--- config.mk ---
export PLATFORM = sky130hd
export DESIGN_NAME = poly_decompress
export DESIGN_NICKNAME = d
export VERILOG_FILES = /design/src/rtl/kyber_pkg.sv /design/src/rtl/decompress_module.sv /design/src/rtl/poly_decompress.sv
export SDC_FILE = /design/constraint.sdc
export NUM_CORES = 1
export LEC_CHECK = 0
export ABC_AREA = 1
export CAP_MARGIN = 5
export CELL_PAD_IN_SITES_DETAIL_PLACEMENT = 1
export CELL_PAD_IN_SITES_GLOBAL_PLACEMENT = 2
export CORE_MARGIN = 2
export CORE_UTILIZATION = 31
export DETAILED_ROUTE_END_ITERATION = 6
export GPL_TIMING_DRIVEN = 0
export PLACE_DENSITY_LB_ADDON = 0.1
export SYNTH_ARGS = -nofsm -noshare
export SYNTH_HDL_FRONTEND = slang
export SYNTH_SLANG_ARGS = --single-unit
--- constraint.sdc ---
create_clock -name clk -period 6.41 [get_ports clk]
set_input_delay 1.282 -clock clk [delete_from_list [all_inputs] [get_ports clk]]
set_output_delay 1.282 -clock clk [all_outputs]
set_load 0.01 [all_outputs]
--- src/rtl/kyber_pkg.sv ---
// Shared constants, FSM state type and the legal compression-width check
// used by the polynomial decompressor.
package kyber_pkg;

  localparam int unsigned KYBER_Q = 3329;
  localparam int unsigned KYBER_N = 256;
  localparam int unsigned D_W     = 4;

  typedef enum logic [1:0] {
    IDLE = 2'd0,
    RUN  = 2'd1,
    DONE = 2'd2
  } state_t;

  function automatic logic legal_d(input logic [D_W-1:0] dv);
    case (dv)
      4'd1, 4'd4, 4'd5, 4'd10, 4'd11: legal_d = 1'b1;
      default:                        legal_d = 1'b0;
    endcase
  endfunction

endpackage

--- src/rtl/decompress_module.sv ---
// Combinational coefficient decompression: round(x * q / 2^d).
module decompress_module
  import kyber_pkg::*;
(
  input  logic [15:0] x,
  input  logic [15:0] d,
  output logic [15:0] result
);

  logic [31:0] round_c;
  logic [31:0] prod_c;

  always_comb begin
    round_c = (d == 16'd0) ? 32'd0 : (32'd1 << (d - 16'd1));
    prod_c  = 32'(x) * 32'(KYBER_Q) + round_c;
    result  = 16'(prod_c >> d);
  end

endmodule

--- src/rtl/poly_decompress.sv ---
// Unpacks an LSB-first byte stream into 256 d-bit fields and emits one
// decompressed coefficient per field on a registered valid/ready stream.
module poly_decompress
  import kyber_pkg::*;
(
  input  logic        clk,
  input  logic        rst,
  input  logic        start,
  input  logic [3:0]  d,
  output logic        busy,
  output logic        done,
  output logic        err,
  input  logic        in_valid,
  output logic        in_ready,
  input  logic [7:0]  in_data,
  output logic        out_valid,
  input  logic        out_ready,
  output logic [15:0] out_coeff,
  output logic        out_last
);

  localparam int unsigned BUF_W      = 24;
  localparam int unsigned CNT_W      = 5;
  localparam int unsigned BYTE_CNT_W = 9;
  localparam int unsigned COEF_CNT_W = 8;

  state_t                 state, state_nx;
  logic [D_W-1:0]         d_q, d_nx;
  logic [BUF_W-1:0]       bits, bits_nx;
  logic [CNT_W-1:0]       cnt, cnt_nx;
  logic [BYTE_CNT_W-1:0]  byte_cnt, byte_cnt_nx;
  logic [COEF_CNT_W-1:0]  coef_cnt, coef_cnt_nx;
  logic                   busy_nx, done_nx, err_nx, in_ready_nx;
  logic                   out_valid_nx, out_last_nx;
  logic [15:0]            out_coeff_nx;

  logic [BYTE_CNT_W-1:0]  total_c, total_nx_c;
  logic [CNT_W-1:0]       dw_c, pop_w_c, rem_c;
  logic                   push_c, hs_c, pop_c;
  logic [15:0]            field_c, result_c;

  decompress_module u_decompress (
    .x      (field_c),
    .d      (16'(d_q)),
    .result (result_c)
  );

  // Next-state, bit-buffer and output-register logic
  always_comb begin
    total_c  = {d_q, 5'b0};
    dw_c     = {1'b0, d_q};
    push_c   = in_valid && in_ready;
    hs_c     = out_valid && out_ready;
    pop_c    = (state == RUN) && (cnt >= dw_c) && (!out_valid || out_ready);
    pop_w_c  = pop_c ? dw_c : '0;
    field_c  = 16'(bits & ((BUF_W'(1) << dw_c) - BUF_W'(1)));
    rem_c    = cnt - pop_w_c;

    state_nx     = state;
    d_nx         = d_q;
    err_nx       = 1'b0;
    bits_nx      = bits >> pop_w_c;
    cnt_nx       = rem_c + (push_c ? CNT_W'(8) : CNT_W'(0));
    byte_cnt_nx  = byte_cnt + BYTE_CNT_W'(push_c);
    coef_cnt_nx  = coef_cnt + COEF_CNT_W'(hs_c);
    out_valid_nx = out_valid;
    out_coeff_nx = out_coeff;
    out_last_nx  = out_last;

    // Newly accepted byte lands directly above the bits still buffered
    if (push_c) begin
      bits_nx = bits_nx | (BUF_W'(in_data) << rem_c);
    end

    if (pop_c) begin
      out_valid_nx = 1'b1;
      out_coeff_nx = result_c;
      out_last_nx  = (byte_cnt == total_c) && (cnt == dw_c);
    end else if (hs_c) begin
      out_valid_nx = 1'b0;
      out_last_nx  = 1'b0;
    end

    case (state)
      IDLE: begin
        if (start) begin
          if (legal_d(d)) begin
            state_nx    = RUN;
            d_nx        = d;
            bits_nx     = '0;
            cnt_nx      = '0;
            byte_cnt_nx = '0;
            coef_cnt_nx = '0;
          end else begin
            err_nx = 1'b1;
          end
        end
      end
      RUN: begin
        if (hs_c && (coef_cnt == COEF_CNT_W'(KYBER_N - 1))) begin
          state_nx    = DONE;
          byte_cnt_nx = '0;
          coef_cnt_nx = '0;
        end
      end
      DONE:    state_nx = IDLE;
      default: state_nx = IDLE;
    endcase

    total_nx_c  = {d_nx, 5'b0};
    busy_nx     = (state_nx == RUN);
    done_nx     = (state_nx == DONE);
    in_ready_nx = (state_nx == RUN) && (byte_cnt_nx < total_nx_c) &&
                  (cnt_nx <= CNT_W'(16));
  end

  always_ff @(posedge clk) begin
    if (rst) begin
      state     <= IDLE;
      d_q       <= '0;
      bits      <= '0;
      cnt       <= '0;
      byte_cnt  <= '0;
      coef_cnt  <= '0;
      busy      <= 1'b0;
      done      <= 1'b0;
      err       <= 1'b0;
      in_ready  <= 1'b0;
      out_valid <= 1'b0;
      out_coeff <= 16'd0;
      out_last  <= 1'b0;
    end else begin
      state     <= state_nx;
      d_q       <= d_nx;
      bits      <= bits_nx;
      cnt       <= cnt_nx;
      byte_cnt  <= byte_cnt_nx;
      coef_cnt  <= coef_cnt_nx;
      busy      <= busy_nx;
      done      <= done_nx;
      err       <= err_nx;
      in_ready  <= in_ready_nx;
      out_valid <= out_valid_nx;
      out_coeff <= out_coeff_nx;
      out_last  <= out_last_nx;
    end
  end

endmodule

==> reports/qor.tcl, run 1 <==
set qor(tightest_slew_ps) 754
set qor(setup-violations-final) 0
set qor(worst_ir_drop_vdd_mv) 0.125
set qor(synth_top_family_by_area) {simple AND/OR/NAND/NOR gates}
set qor(use_met1_pct) 30.2
set qor(clock_network_latency_to_the_later_pin_of_the_worst_skew_pair_ps) 350
set qor(routed_wirelength_mm) 40.7
set qor(count_of_h_tree_levels_built_during_cts) 3
set qor(holdCritPathClass) {reg -> reg}
set qor(grt_pass1_wl_mm) 63.3
set qor(hold-path-endpoint) {out_coeff[0]}
set qor(grt_max_degree) 14
set qor(r2r_setup_slack_ps) 220
set qor(antenna_fix_cells) 0
set qor(vias_in_the_first_global_route) 11500
set qor(pre_cts_ws_ps) -1810
set qor(power.leakage_nw) 6.64
set qor(fmaxAchievable_ghz) 0.161
set qor(criticalPathCategory) {reg -> reg}
set qor(yosys_register_bits) 74
set qor(outcome) {completed}
set qor(dpl-instance-area_um2) 11600
set qor(met2_usage_pct) 40.3
set qor(synth_enable_flop_cells) 0
set qor(pnr_worst_setup_slack_ps) 216
set qor(synth.distinct_cells) 48
set qor(flow.area_growth_from_synthesis_pct) 21.3
set qor(synth_cells) 1731
set qor(fin_crit_ps) 6190
set qor(fraction_of_the_mapped_netlist_area_in_adder_cells_pct) 23.6
set qor(timing.critical_path.from_type) {register}
set qor(timing.slew.headroom_pct) 49.7
set qor(overall_die_area_um2) 35800
set qor(rr_worst_depth) 41
set qor(synth.top_cells.by_area) {sky130_fd_sc_hd__ha_1 16%, sky130_fd_sc_hd__nand3_1 15%, sky130_fd_sc_hd__nand2_1 14%, sky130_fd_sc_hd__dfxtp_1 14%, sky130_fd_sc_hd__inv_1 10%}
set qor(delay_of_the_slowest_cell_on_the_worst_path_ps) 530
set qor(maxSlewViolCount) 0
set qor(timing.critical_path.max_delay_family) {adder cells}
set qor(drt_first_iter_violations) 537
set qor(synth.mux.area_fraction_pct) 0.188
set qor(cp.buffers_inverters) 11
set qor(drt-vias-per-instance) 4.98
set qor(tritoncts) {done}
set qor(detailed_place_hpwl_mm) 34.6
set qor(num_vias) 11400
set qor(skew_ps) 6.88
set qor(grt_most_used_layer) {met2}
set qor(synth.cell_area_um2) 10600
set qor(sequential_area_share_after_synthesis_pct) 13.9
set qor(fraction_of_the_mapped_netlist_area_in_compound_gates_pct) 7.23
set qor(stdcell_area_um2) 12900
set qor(die_w_um) 189
set qor(synth-warning-count) 0
set qor(worst_path_max_delay_cell) {sky130_fd_sc_hd__fa_1}
set qor(postCtsHoldBufs) 0
set qor(layout-drive-gt1-share_pct) 14.1
set qor(hold_violations) 0
set qor(synth-simple-area-share_pct) 39.4
set qor(critical_path_required_ps) 6640
set qor(cap_violations) 0
set qor(io_buffers) 37
set qor(coreArea_um2) 33700
set qor(yosys.area.top_type_share_pct) 16.5
set qor(grt_util_met3_pct) 1.72
set qor(drt_pass1_iterations) 5
set qor(grt_overflow_total) 0
set qor(drt.antenna.violating_nets) 0
set qor(post_synth_xor_area_fraction_pct) 2.39
set qor(async_flop_share_pct) 0
set qor(fp-row-count) 67
set qor(hold_start) {out_coeff[0]}
set qor(yosys_most_used_dff) {sky130_fd_sc_hd__dfxtp_1}
set qor(cts-buffers-inserted) 9
set qor(remaining_drc_errors) 0
set qor(fin_crit_sh_pct) 96.6
set qor(finish.net_count) 2021
set qor(holdPathStages) 2
set qor(regToRegStartpoint) {d_q[0]}
set qor(dieHeight_um) 189
set qor(gp_congestion) 0.898
set qor(r2r-end) {out_coeff[15]}
set qor(ctsLongestPathBuffers) 2
set qor(cp_data_arrival_time_ps) 6430
set qor(avgSynthCellArea_um2) 6.15
set qor(ioPinCount) 39
set qor(critPathMaxFanout) 10
set qor(power_per_cell_area_nw_per_um2) 129
set qor(yosysTopAreaCell) {sky130_fd_sc_hd__ha_1}
set qor(cts.reportedPaths.clkPinSlew_ps) 60
set qor(grt_antenna_before_repair) 0
set qor(clockRootBuffer) {sky130_fd_sc_hd__clkbuf_16}
set qor(fin_hold_ws_ps) 473
set qor(grt_usage_pct) 22.8
set qor(crit_path_end_kind) {register}
set qor(grt_setup_unrepaired) {true}
set qor(detail_route.wl_per_cell_um) 17.8
set qor(cts_sinks) 74
set qor(initial_utilization_pct) 31.6
-- cells in the final DEF, fill, tap and decap left out, types with 13 or more instances in the layout --
master                              n
sky130_fd_sc_hd__buf_4             38
sky130_fd_sc_hd__clkbuf_1          18
sky130_fd_sc_hd__nand3_1          290
sky130_fd_sc_hd__o21ai_0           39
sky130_fd_sc_hd__nor2_2            27
sky130_fd_sc_hd__inv_1            281
sky130_fd_sc_hd__inv_2             28
sky130_fd_sc_hd__nand2_2           29
sky130_fd_sc_hd__fa_1              38
sky130_fd_sc_hd__a21oi_1           40
sky130_fd_sc_hd__nand4_1           23
sky130_fd_sc_hd__conb_1            14
sky130_fd_sc_hd__buf_2             18
sky130_fd_sc_hd__ha_1             125
sky130_fd_sc_hd__xor2_1            16
sky130_fd_sc_hd__nor2_4            13
sky130_fd_sc_hd__nand2_1          380
sky130_fd_sc_hd__nor2_1           120
sky130_fd_sc_hd__nand3_2           28
sky130_fd_sc_hd__dfxtp_1           72
sky130_fd_sc_hd__clkdlybuf4s50_1   37
-- routing by layer --
layer	vias to the layer above	wire (um)
met4	0	636
met3	37	705
li1	5749	-
met2	125	19900
met1	5440	19400
met5	-	0
-- area by class of cell --
class / instances / area [um^2]
timing repair buffer: 73 / 661
buffer: 48 / 259
tap: 448 / 561
sequential: 74 / 1490
clock inverter: 6 / 91.3
inverter: 314 / 1190
clock buffer: 10 / 229
multi-input combinational: 1306 / 8430
fill: 4459 / 20800
-- cell families after synthesis --
family / after synthesis
XOR/XNOR: 29
other: 2
AO/OA/AOI/OAI: 137
multiplexers: 2
flip-flops: 74
buffers and inverters: 363
AND/OR/NAND/NOR: 946
adder cells (fa/ha/maj): 178
-- registers in the layout (all words and copies together) (netlist names), 2 cells and up --
register,cells
bits,24
coef_cnt,8
cnt,5
d_q,4
byte_cnt,9
state,2
out_coeff,16
-- synth_stat cells, types with 4 or more instances --
library cell and count:
sky130_fd_sc_hd__o211ai_1 7, sky130_fd_sc_hd__fa_1 38, sky130_fd_sc_hd__ha_1 140, sky130_fd_sc_hd__nor3_1 13, sky130_fd_sc_hd__inv_2 19, sky130_fd_sc_hd__o21ai_0 43
sky130_fd_sc_hd__nor2_2 14, sky130_fd_sc_hd__xor2_1 17, sky130_fd_sc_hd__nand4_1 23, sky130_fd_sc_hd__xnor2_1 12, sky130_fd_sc_hd__buf_1 6, sky130_fd_sc_hd__nand3_1 317
sky130_fd_sc_hd__nor2_1 143, sky130_fd_sc_hd__clkbuf_1 20, sky130_fd_sc_hd__nand2_1 408, sky130_fd_sc_hd__a31oi_1 12, sky130_fd_sc_hd__buf_4 5, sky130_fd_sc_hd__a22oi_1 4
sky130_fd_sc_hd__inv_1 292, sky130_fd_sc_hd__o21ai_1 4, sky130_fd_sc_hd__nand2_2 6, sky130_fd_sc_hd__buf_2 18, sky130_fd_sc_hd__a21oi_1 52, sky130_fd_sc_hd__dfxtp_1 74
-- worst max path at each step --
stage / depth (start not counted) / slack (ps) / endpoint / start
after floorplan: 41 / 170 / out_coeff[14] / d_q[0]
after global placement: 43 / -1730 / out_coeff[13] / d_q[0]
after detailed placement: 40 / -1810 / out_coeff[14] / d_q[0]
after CTS: 42 / 1 / out_coeff[14] / d_q[0]
after global routing: 42 / -110 / out_coeff[15] / d_q[0]
final: 41 / 220 / out_coeff[15] / d_q[0]
-- worst register-to-register path: cells and delay by family, from the launching register on --
| family | cells | cell delay, ps |
|---|---|---|
| fa+ha+maj | 8 | 2270 |
| simple gates | 19 | 1990 |
| buf+inv | 11 | 820 |
| compound gates | 2 | 460 |
| flops | 1 | 370 |
| xor+xnor | 1 | 160 |
-- timing repair --
item	CTS	global route
buffers inserted	12	24
setup endpoints to repair	16	16
pin swaps	9	45
gates resized for setup	52	125
-- power breakdown --
part           internal [mW]  switching [mW]
clock                  0.342           0.208
combinational          0.218           0.406
sequential             0.479          0.0142
total                   1.04           0.628
-- stage by stage --
step	total power [mW]	TNS (ps)	utilization, %	instances
2_1_floorplan	0.866	0	-	1743
4_1_cts	1.63	0	36.3	2255
6_report	1.67	0	38.3	2279
3_5_place_dp	1.04	-26370	34.5	2228
5_1_grt	1.78	-884	38.3	2279
3_3_place_gp	1.04	-24870	34.5	2228
Note: power is estimated with default switching activity, not from simulation.
==> run 2: changes to the inputs <==
CTS_CLUSTER_DIAMETER = 50   (was not set)
==> results of run 2 <==
No change in the layout: final DEF, timing and power equal those of run 1.
==> run 3: changes to the inputs <==
CORE_MARGIN = 5   (was 2)
SKIP_CTS_REPAIR_TIMING = 1   (was not set)
SYNTH_HIERARCHICAL = 1   (was not set)
==> run 3 against run 2 <==
Net effect:
- clock skew is 6.8 ps higher
- maximum frequency is 1.6% lower
- critical path type unchanged
- largest cell class unchanged
- sequential power is 2% lower
- critical path depth is 2 lower
- synthesized cell count is 11% higher
- largest power group unchanged
- highest routed layer unchanged
- flip-flop and latch count stayed put
- sequential share of layout area is 1.5 points lower
- global-route usage is 1.4 points lower
- cell count is 12% higher
- via count is 14% higher
- clock power is 2% higher
- wire length is 15% higher
==> reports/qor.tcl, run 3 <==
set qor(most-common-layout-cells) {480 x sky130_fd_sc_hd__nand2_1, 267 x sky130_fd_sc_hd__inv_1, 197 x sky130_fd_sc_hd__nand3_1}
set qor(maxSlewViolCount) 0 ;# unchanged
set qor(power.leakage_nw) 7.30 ;# +9.9%
set qor(dieHeight_um) 203 ;# +7.1%
set qor(rr_worst_depth) 39 ;# -4.9%
set qor(cts_sinks) 74 ;# unchanged
set qor(hold_start) {out_coeff[4]}
set qor(tightest_slew_ps) 1070 ;# +318 ps
set qor(outcome) {completed}
set qor(overall_die_area_um2) 41100 ;# +15%
set qor(yosys_most_used_dff) {sky130_fd_sc_hd__dfxtp_1}
set qor(remaining_drc_errors) 0 ;# unchanged
set qor(avgSynthCellArea_um2) 5.98 ;# -2.7%
set qor(total_power_mw) 1.64 ;# -1.6%
set qor(regToRegStartpoint) {d_q[1]}
set qor(synth_enable_flop_cells) 0 ;# unchanged
set qor(synth.top_cells.by_area) {sky130_fd_sc_hd__nand2_1 17%, sky130_fd_sc_hd__ha_1 15%, sky130_fd_sc_hd__dfxtp_1 13%, sky130_fd_sc_hd__inv_1 9.8%, sky130_fd_sc_hd__nand3_1 9.4%}
set qor(yosysTopAreaCell) {sky130_fd_sc_hd__nand2_1}
set qor(hold-path-endpoint) {out_coeff[4]}
set qor(grt_setup_unrepaired) {true}
set qor(synth.cell_area_um2) 11500 ;# +8.1%
set qor(setup-violations-final) 0 ;# unchanged
set qor(fp-row-count) 70 ;# +4.5%
set qor(power_per_cell_area_nw_per_um2) 110 ;# -15%
set qor(cp_data_arrival_time_ps) 6580 ;# +150 ps
set qor(delay_of_the_slowest_cell_on_the_worst_path_ps) 520 ;# about the same
set qor(cts.reportedPaths.clkPinSlew_ps) 70 ;# about the same
set qor(drt_pass1_iterations) 5 ;# unchanged
set qor(area_used_by_multi_input_combinational_logic_um2) 10000 ;# +19%
set qor(synth.distinct_cells) 60 ;# +25%
set qor(holdCritPathClass) {reg -> reg}
set qor(fmaxAchievable_ghz) 0.159 ;# -1.6%
set qor(dpl-instance-area_um2) 12600 ;# +8.3%
set qor(hold_violations) 0 ;# unchanged
set qor(utilization_pct) 40.9 ;# +2.6 points
set qor(antenna_fix_cells) 0 ;# unchanged
set qor(mostFrequentLayoutCell) {sky130_fd_sc_hd__nand2_1}
set qor(coreArea_um2) 36600 ;# +8.6%
set qor(seq_area_um2) 1490 ;# +0.34%
set qor(skew_ps) 13.7 ;# +6.77 ps
set qor(critPathMostFrequentCell) {sky130_fd_sc_hd__inv_2}
set qor(max_reg_flops) 24 ;# unchanged
set qor(critPathMaxFanout) 7 ;# -3
set qor(yosys.area.top_type_share_pct) 17.5 ;# +0.99 points
set qor(grt_max_degree) 15 ;# +1
set qor(vias_in_the_first_global_route) 13000 ;# +13%
set qor(gp_congestion) 0.927 ;# +3.2%
set qor(synth_cells) 1924 ;# +11%
set qor(initial_utilization_pct) 31.4 ;# -0.14 points
set qor(layout.filler_cells) 4738 ;# +6.3%
set qor(ioPinCount) 39 ;# unchanged
set qor(synth.cells.most_frequent) {535 x sky130_fd_sc_hd__nand2_1, 299 x sky130_fd_sc_hd__inv_1, 215 x sky130_fd_sc_hd__nand3_1}
set qor(worst_path_max_delay_cell) {sky130_fd_sc_hd__fa_1}
set qor(criticalPathCategory) {reg -> reg}
set qor(grt_antenna_before_repair) 0 ;# unchanged
set qor(fin_crit_ps) 6300 ;# +104 ps
set qor(num_vias) 12900 ;# +14%
set qor(count_of_h_tree_levels_built_during_cts) 3 ;# unchanged
set qor(detailed_place_hpwl_mm) 38.0 ;# +9.8%
set qor(layout.cells.non_filler) 2544 ;# +12%
set qor(drt-vias-per-instance) 5.07 ;# +1.8%
set qor(r2r_setup_slack_ps) 110 ;# -100 ps
set qor(post-synth-top-count-cell) {sky130_fd_sc_hd__nand2_1}
set qor(async_flop_share_pct) 0 ;# unchanged
set qor(critical_path_required_ps) 6690 ;# +50 ps
set qor(grt_usage_pct) 21.4 ;# -1.4 points
set qor(finish.net_count) 2263 ;# +12%
set qor(sequential_area_share_after_synthesis_pct) 12.9 ;# -1.0 points
set qor(clockRootBuffer) {sky130_fd_sc_hd__clkbuf_16}
set qor(routed_wirelength_mm) 46.6 ;# +15%
set qor(cts-buffers-inserted) 9 ;# unchanged
set qor(grt_overflow_total) 0 ;# unchanged
set qor(stdcell_area_um2) 15000 ;# +16%
set qor(drt.antenna.violating_nets) 0 ;# unchanged
set qor(drt_first_iter_violations) 653 ;# +22%
set qor(largest_registers) {bits (24), out_coeff (16), byte_cnt (9)}
set qor(r2r-end) {out_coeff[15]}
set qor(yosys_register_bits) 74 ;# unchanged
set qor(fin_hold_ws_ps) 467 ;# -5.19 ps
set qor(ctsLongestPathBuffers) 2 ;# unchanged
set qor(detail_route.wl_per_cell_um) 18.3 ;# +2.6%
set qor(tritoncts) {done}
set qor(die_w_um) 203 ;# +7.1%
set qor(holdPathStages) 2 ;# unchanged
set qor(flow.area_growth_from_synthesis_pct) 30.0
set qor(io_buffers) 38 ;# +2.7%
set qor(regMostFlops) {bits}
set qor(grt_pass1_wl_mm) 70.9 ;# +12%
set qor(synth-warning-count) 6 ;# +6
set qor(placedCellCount) 2459 ;# +10%
set qor(timing.critical_path.from_type) {register}
set qor(cap_violations) 0 ;# unchanged
set qor(layout-drive-gt1-share_pct) 21.1 ;# +7.1 points
set qor(timing.slew.headroom_pct) 28.0 ;# -22 points
set qor(clock_network_latency_to_the_later_pin_of_the_worst_skew_pair_ps) 350 ;# about the same
set qor(fin_crit_sh_pct) 98.3 ;# +1.6 points
set qor(worst_ir_drop_vdd_mv) 0.135 ;# +7.4%
set qor(crit_path_end_kind) {register}
run 3: cell types whose count changed after synthesis, moves of 7 or more:
cell | before | now
sky130_fd_sc_hd__inv_1 | 292 | 299
sky130_fd_sc_hd__clkbuf_1 | 20 | 33
sky130_fd_sc_hd__buf_2 | 18 | 27
sky130_fd_sc_hd__a21oi_1 | 52 | 112
sky130_fd_sc_hd__or2_2 | 3 | 12
sky130_fd_sc_hd__xnor2_1 | 12 | 3
sky130_fd_sc_hd__nand3_1 | 317 | 215
sky130_fd_sc_hd__nand2_1 | 408 | 535
sky130_fd_sc_hd__o21ai_0 | 43 | 95
sky130_fd_sc_hd__nor3_1 | 13 | 22
sky130_fd_sc_hd__inv_2 | 19 | 8
run 3: layer usage:
| layer | GRT usage [%] | wire, um |
|---|---|---|
| met1 | 29.7 | 22200 |
| met2 | 37.3 | 22600 |
| met3 | 1.61 | 1290 |
| met4 | 3.35 | 548 |
| met5 | 0 | 0 |
run 3: cells by family after synthesis:
group / share of synthesized area, %
mux: 0.261
compound gates: 12.4
fa+ha+maj: 21.5
simple gates: 38.2
flops: 12.9
other cells: 0.0326
xor+xnor: 1.37
buf+inv: 13.3
run 3: worst max-delay path: cells and delay by family, from the launching register on:
| family | cells | cell delay (ps) |
|---|---|---|
| compound gates | 5 | 1000 |
| fa+ha+maj | 7 | 2410 |
| buf+inv | 9 | 620 |
| flops | 1 | 390 |
| simple gates | 18 | 1780 |
run 3: power breakdown:
part / leakage, nW / switching, mW / internal [mW]
combinational: 6.55 / 0.387 / 0.208
clock: 0.156 / 0.217 / 0.344
sequential: 0.601 / 0.0101 / 0.474
total: 7.30 / 0.614 / 1.03
run 3: area by class of cell:
class / instances / area share [%]
multi-input combinational: 1495 / 67.0
sequential: 74 / 9.98
inverter: 308 / 7.89
timing repair buffer: 108 / 6.10
tap: 468 / 3.91
buffer: 75 / 2.93
clock buffer: 9 / 1.51
clock inverter: 7 / 0.686
run 3: how the worst max path moves through the flow:
stage           start  cells after the start  slack (ps)            end
2_1_floorplan  d_q[3]                     36         130  out_coeff[15]
3_3_place_gp   d_q[1]                     37       -1670   out_coeff[6]
3_5_place_dp   d_q[1]                     38       -1740  out_coeff[13]
4_1_cts        d_q[1]                     38       -1770  out_coeff[13]
5_1_grt        d_q[1]                     39        -210  out_coeff[15]
6_report       d_q[1]                     39         110  out_coeff[15]
run 3: per-stage QoR:
step | setup TNS (ps) | worst slack (ps)
after global routing | -1830 | -208
after floorplan | 0 | 129
after detailed placement | -25870 | -1740
final | 0 | 112
after CTS | -26360 | -1770
after global placement | -24350 | -1670
